File: src/rtl/fp32_mul_result_queue.sv
// Result queue behind the fp32 multiplier: IEEE exception fix-up, valid/ready FIFO, sticky flags.
// Define FPMUL_RESULT_STATS_EN to add saturating overflow/underflow event counters.
module fp32_mul_result_queue #(
    parameter  int DEPTH = 4,
    localparam int AW    = $clog2(DEPTH)
) (
    input  logic          clk,
    input  logic          rst,
    input  logic          in_valid,
    output logic          in_ready,
    input  logic [31:0]   in_result,
    input  logic          in_overflow,
    input  logic          in_underflow,
    output logic          out_valid,
    input  logic          out_ready,
    output logic [31:0]   out_data,
    output logic [1:0]    out_flags,
    output logic          sticky_ovf,
    output logic          sticky_unf,
    input  logic          flag_clear,
    output logic [AW:0]   count
`ifdef FPMUL_RESULT_STATS_EN
    ,
    output logic [15:0]   ovf_cnt,
    output logic [15:0]   unf_cnt
`endif
);

    logic [33:0]   mem [DEPTH];
    logic [AW-1:0] wr_ptr;
    logic [AW-1:0] rd_ptr;
    logic [31:0]   fixed_data;
    logic          push;
    logic          pop;

    assign in_ready  = (count != (AW+1)'(DEPTH));
    assign out_valid = (count != '0);
    assign push      = in_valid & in_ready;
    assign pop       = out_valid & out_ready;

    // NOTE: every always_comb output gets a default first so no path can infer a latch.
    always_comb begin
        fixed_data = in_result;
        if (in_overflow) begin
            fixed_data = {in_result[31], 8'hFF, 23'h0};
        end else if (in_underflow) begin
            fixed_data = {in_result[31], 31'h0};
        end
    end

    // NOTE: the storage array has no reset; out_valid gates the head so stale words never escape.
    always_ff @(posedge clk) begin
        if (push) begin
            mem[wr_ptr] <= {in_overflow, in_underflow, fixed_data};
        end
    end

    assign out_data  = out_valid ? mem[rd_ptr][31:0]  : 32'h0;
    assign out_flags = out_valid ? mem[rd_ptr][33:32] : 2'b00;

    // NOTE: sequential state uses non-blocking assignments so all registers update together.
    always_ff @(posedge clk or posedge rst) begin
        if (rst) begin
            wr_ptr <= '0;
            rd_ptr <= '0;
            count  <= '0;
        end else begin
            if (push) begin
                wr_ptr <= wr_ptr + AW'(1);
            end
            if (pop) begin
                rd_ptr <= rd_ptr + AW'(1);
            end
            if (push && !pop) begin
                count <= count + (AW+1)'(1);
            end else if (pop && !push) begin
                count <= count - (AW+1)'(1);
            end
        end
    end

    // A setting push outranks flag_clear so no event is lost in the clear cycle.
    always_ff @(posedge clk or posedge rst) begin
        if (rst) begin
            sticky_ovf <= 1'b0;
            sticky_unf <= 1'b0;
        end else begin
            if (push && in_overflow) begin
                sticky_ovf <= 1'b1;
            end else if (flag_clear) begin
                sticky_ovf <= 1'b0;
            end
            if (push && in_underflow) begin
                sticky_unf <= 1'b1;
            end else if (flag_clear) begin
                sticky_unf <= 1'b0;
            end
        end
    end

`ifdef FPMUL_RESULT_STATS_EN
    // Counters are the opposite of the sticky bits: clear outranks an increment.
    always_ff @(posedge clk or posedge rst) begin
        if (rst) begin
            ovf_cnt <= 16'h0;
            unf_cnt <= 16'h0;
        end else if (flag_clear) begin
            ovf_cnt <= 16'h0;
            unf_cnt <= 16'h0;
        end else begin
            if (push && in_overflow && ovf_cnt != 16'hFFFF) begin
                ovf_cnt <= ovf_cnt + 16'h1;
            end
            if (push && in_underflow && unf_cnt != 16'hFFFF) begin
                unf_cnt <= unf_cnt + 16'h1;
            end
        end
    end
`endif

endmodule

File: config.mk
export PLATFORM = sky130hd
export DESIGN_NAME = fp32_mul_result_queue
export DESIGN_NICKNAME = d
export VERILOG_FILES = /design/src/rtl/fp32_mul_result_queue.sv
export SDC_FILE = /design/constraint.sdc
export NUM_CORES = 1
export LEC_CHECK = 0
export CORE_MARGIN = 4
export CORE_UTILIZATION = 45
export CTS_CLUSTER_DIAMETER = 100
export DETAILED_ROUTE_END_ITERATION = 8
export GPL_TIMING_DRIVEN = 0
export HOLD_SLACK_MARGIN = 0.06
export MAX_ROUTING_LAYER = met4
export PLACE_DENSITY = 0.66
export SYNTH_ARGS = -nofsm -noshare
export SYNTH_HDL_FRONTEND = slang
export SYNTH_SLANG_ARGS = --single-unit
export TNS_END_PERCENT = 30
File: constraint.sdc
create_clock -name clk -period 3.5 [get_ports clk]
set_clock_uncertainty 0.15 [all_clocks]
set_input_delay 0.35 -clock clk [delete_from_list [all_inputs] [get_ports clk]]
set_output_delay 0.35 -clock clk [all_outputs]
set_load 0.05 [all_outputs]
==> metrics.log <==
[metrics] final net count: 441
[metrics] die height: 122 microns
[metrics] sink count of the clock tree: 145
[metrics] worst setup path category: reg -> out
[metrics] number of nets produced by synthesis: 338
[metrics] remaining max-slew budget at the tightest pin: 63.1%
[metrics] commonest non-fill, non-tap cell in the layout: sky130_fd_sc_hd__edfxtp_1
[metrics] post-route standard cell area excluding fillers: 0.00755 sq mm
[metrics] residual DRC count: 0
[metrics] actual slew at the worst max-slew pin: 0.553 ns
[metrics] num ports: 80
[metrics] combined global-route utilization of all metal layers: 17.1%
[metrics] Crit path buffers/inverters: 3
[metrics] final period utilization: 89.4%
[metrics] class of the tightest hold or removal check: reg -> reg
[metrics] Leakage: 2.63 nW
[metrics] time the worst path needs with I/O delays and setup: 3.13 ns
[metrics] Setup Viol. Count Final: 0
[metrics] floorplan die width: 122 microns
[metrics] antenna diode count: 0
[metrics] clock-pin slew reported for the worst setup and hold paths after clock tree synthesis: 0.06 ns
[metrics] Max Clock Freq: 320 MHz
[metrics] TritonCTS clock tree: yes
[metrics] top cell family by delay on the critical path: buffers and inverters
[metrics] worst skew pair latency: 0.41 ns
[metrics] Iter 0 DRT Violations: 232
[metrics] wire length of the first global-routing pass: 17800 microns
[metrics] data arrival time of the critical path: 2.63 ns
[metrics] number of max-cap violations: 0
[metrics] clock root buffer: sky130_fd_sc_hd__clkbuf_16
[metrics] sequential share of the synthesized area: 73.1%
[metrics] total setup buffers inserted after CTS: 0
[metrics] aggregate global routing overflow: 0
[metrics] Placeable Area: 0.0127 sq mm
[metrics] hold_sp: sticky_unf$_DFFE_PP0P_
[metrics] Critical Path Source Type: register
[metrics] routability congestion estimate: 0.678
[metrics] endpoint required time on the critical path: 3.00 ns
[metrics] flip-flop and latch area: 0.00431 sq mm
[metrics] post-synth top area share: 69.3%
[metrics] maximum number of pins on one net before global-route repair: 23
[metrics] area used by multi-input combinational logic: 0.00145 sq mm
[metrics] total placed instance area: 0.00700 sq mm
[metrics] number of distinct library cells after synthesis: 22
[metrics] most frequent cells in the layout: 136 x sky130_fd_sc_hd__edfxtp_1, 79 x sky130_fd_sc_hd__clkdlybuf4s50_1, 57 x sky130_fd_sc_hd__and2_1
[metrics] launching element of the worst setup path: count[0]$_DFFE_PP0P_
[metrics] most area-consuming cells after synthesis: sky130_fd_sc_hd__edfxtp_1 69%, sky130_fd_sc_hd__mux4_2 11%, sky130_fd_sc_hd__and2_1 6.5%, sky130_fd_sc_hd__dfrtp_1 3.8%, sky130_fd_sc_hd__mux4_1 2.7%
[metrics] number of cell rows: 41
[metrics] accumulated negative setup slack: 0 ns
[metrics] number of standard cells after synthesis: 293
[metrics] worst reg2reg startpoint: count[2]$_DFFE_PP0P_
[metrics] DR pass1 iterations: 4
[metrics] total vias in the final route: 2985
[metrics] post-synthesis sequential element count: 145
[metrics] layout overhead on the synthesized area: 28.1%
[metrics] starting utilization of the core area: 46.4%
[metrics] grt peak-use layer: met2
[metrics] delay of the slowest cell on the worst path: 0.81 ns
[metrics] M1 GR Usage: 20.9%
[metrics] Final HPWL DP: 6980 microns
[metrics] worst hold slack after final layout: 0.358 ns
[metrics] yosys warns: 0
[metrics] number of gates given a new drive strength after cts: 0
[metrics] detail-routed via count per cell: 5.14
[metrics] final hold vios: 0
[metrics] capturing element type of the critical path: output pin
[metrics] syn avg cell area: 20.1 sq um
[metrics] Num CTS Buffers: 17
[metrics] setup repair after global routing missed its margin: no
[metrics] CP max-delay cell: sky130_fd_sc_hd__clkdlybuf4s50_1
[metrics] buffers from clock root to sink, at most: 2
[metrics] maximum vdd ir drop: 0.598 mV
[metrics] post-synthesis cell type with the largest combined area: sky130_fd_sc_hd__edfxtp_1
[metrics] number of pins with negative max-slew slack in the final report: 0
[metrics] die area: 0.0150 sq mm
[metrics] antenna violations before repair: 0
[metrics] # H-tree levels: 4
[metrics] run status: completed
[metrics] maximum fanout count along the critical path: 10
[metrics] fraction of final layout cells sized beyond drive strength 1: 17.1%
[metrics] drt wl/cell: 19.0 microns
[metrics] power per standard cell area: 999 mW/mm^2
[metrics] Filler cells: 1008
[metrics] number of antenna-violating nets in the routed design: 0
[metrics] number of buffer cells added on primary ports: 79
[metrics] met2 capacity usage during global routing: 27.6%
[metrics] post-detailed-routing wire length: 11000 microns
[metrics] GR met3 Demand/Resource: 4.15%
[metrics] summed instance area of the synthesized netlist: 0.00590 sq mm
[metrics] number of global-route vias before repair: 3318
[metrics] cells along the critical path: or3_1 -> buf_2 -> clkbuf_1 -> and2_1 -> clkdlybuf4s50_1
path summary, 6_finish.rpt:
check                                    endpoint  slack (ns)  cells after the start
max                                  out_data[16]        0.37                      5
min                        sticky_unf$_DFFE_PP0P_        0.36                      1
max reg2reg                  count[2]$_DFFE_PP0P_        1.10                      9
min reg2reg                sticky_unf$_DFFE_PP0P_        0.36                      1
max in group asynchronous   wr_ptr[0]$_DFFE_PP0P_        2.33                      3
min in group asynchronous    count[2]$_DFFE_PP0P_        0.61                      3
layer usage:
| layer | wire length (microns) | up-vias |
|---|---|---|
| met5 | 0 | - |
| met4 | 180 | 0 |
| met3 | 499 | 18 |
| met2 | 5660 | 82 |
| met1 | 4700 | 1522 |
| li1 | - | 1363 |
worst register-to-register path, stage by stage, from the launching register on:
cell and delay [ns]:
sky130_fd_sc_hd__dfrtp_1 0.43, sky130_fd_sc_hd__or3_1 0.39, sky130_fd_sc_hd__buf_2 0.20, sky130_fd_sc_hd__nand2_1 0.13, sky130_fd_sc_hd__ha_1 0.18, sky130_fd_sc_hd__inv_1 0.06
sky130_fd_sc_hd__fa_1 0.37, sky130_fd_sc_hd__xor2_1 0.15, sky130_fd_sc_hd__nor2_1 0.12, sky130_fd_sc_hd__xor2_1 0.15
cell usage after synthesis (all sizes together):
library cell	instances
nand2	2
buf	9
a21o	8
or3	1
a22o	2
and2	61
edfxtp	136
a21boi	1
clkbuf	6
mux2	2
nor2	3
xnor2	4
xor2	2
fa	1
dfrtp	9
nand3	1
ha	5
mux4	34
inv	6
through the flow:
stage / setup WS (ns) / std cells / utilization (%) / power (mW)
final: 0.370 / 581 / 59.4 / 7.54
after global routing: 0.173 / 581 / 59.4 / 7.90
after global placement: 0.205 / 544 / 54.3 / 5.88
after detailed placement: 0.756 / 548 / 55.0 / 5.98
after floorplan: 0.879 / 293 / - / 4.84
after CTS: 0.296 / 581 / 59.4 / 7.65
power breakdown:
group | total, mW | switching (mW) | internal (mW)
logic | 3.49 | 2.10 | 1.39
clock network | 1.65 | 0.614 | 1.03
registers | 2.40 | 0.104 | 2.30
total | 7.54 | 2.82 | 4.72
registers in the layout, indices dropped and copies added (netlist names):
name and cells:
sticky_ovf 1, rd_ptr 2, wr_ptr 2, mem 136, sticky_unf 1, count 3
area by class of cell:
class / count / share of cell area (%)
multi-input cells: 127 / 19.2
plain buffers: 15 / 1.57
flip-flops and latches: 145 / 57.1
repair buffers: 84 / 11.9
clock buffers: 23 / 5.93
well taps: 172 / 2.85
inverters: 6 / 0.298
clock inverters: 9 / 1.19
cells by family (layout without fill, tap and decap cells):
kind of cell,after synthesis,count (layout),synth area share [%]
AOI/OAI and AO/OA,11,11,1.51
xor gates and xnor gates,6,6,0.891
adders and majority gates,6,6,1.40
buffers and inverters,21,137,2.40
DFF,145,145,73.1
muxes,36,36,13.7
and+or+nand+nor,68,68,6.98
timing repair:
item,in CTS,in global routing
endpoints found under the setup margin,0,0
endpoints found under the hold margin,9,0
hold buffers,1,0
(Power assumes the default switching activity.)
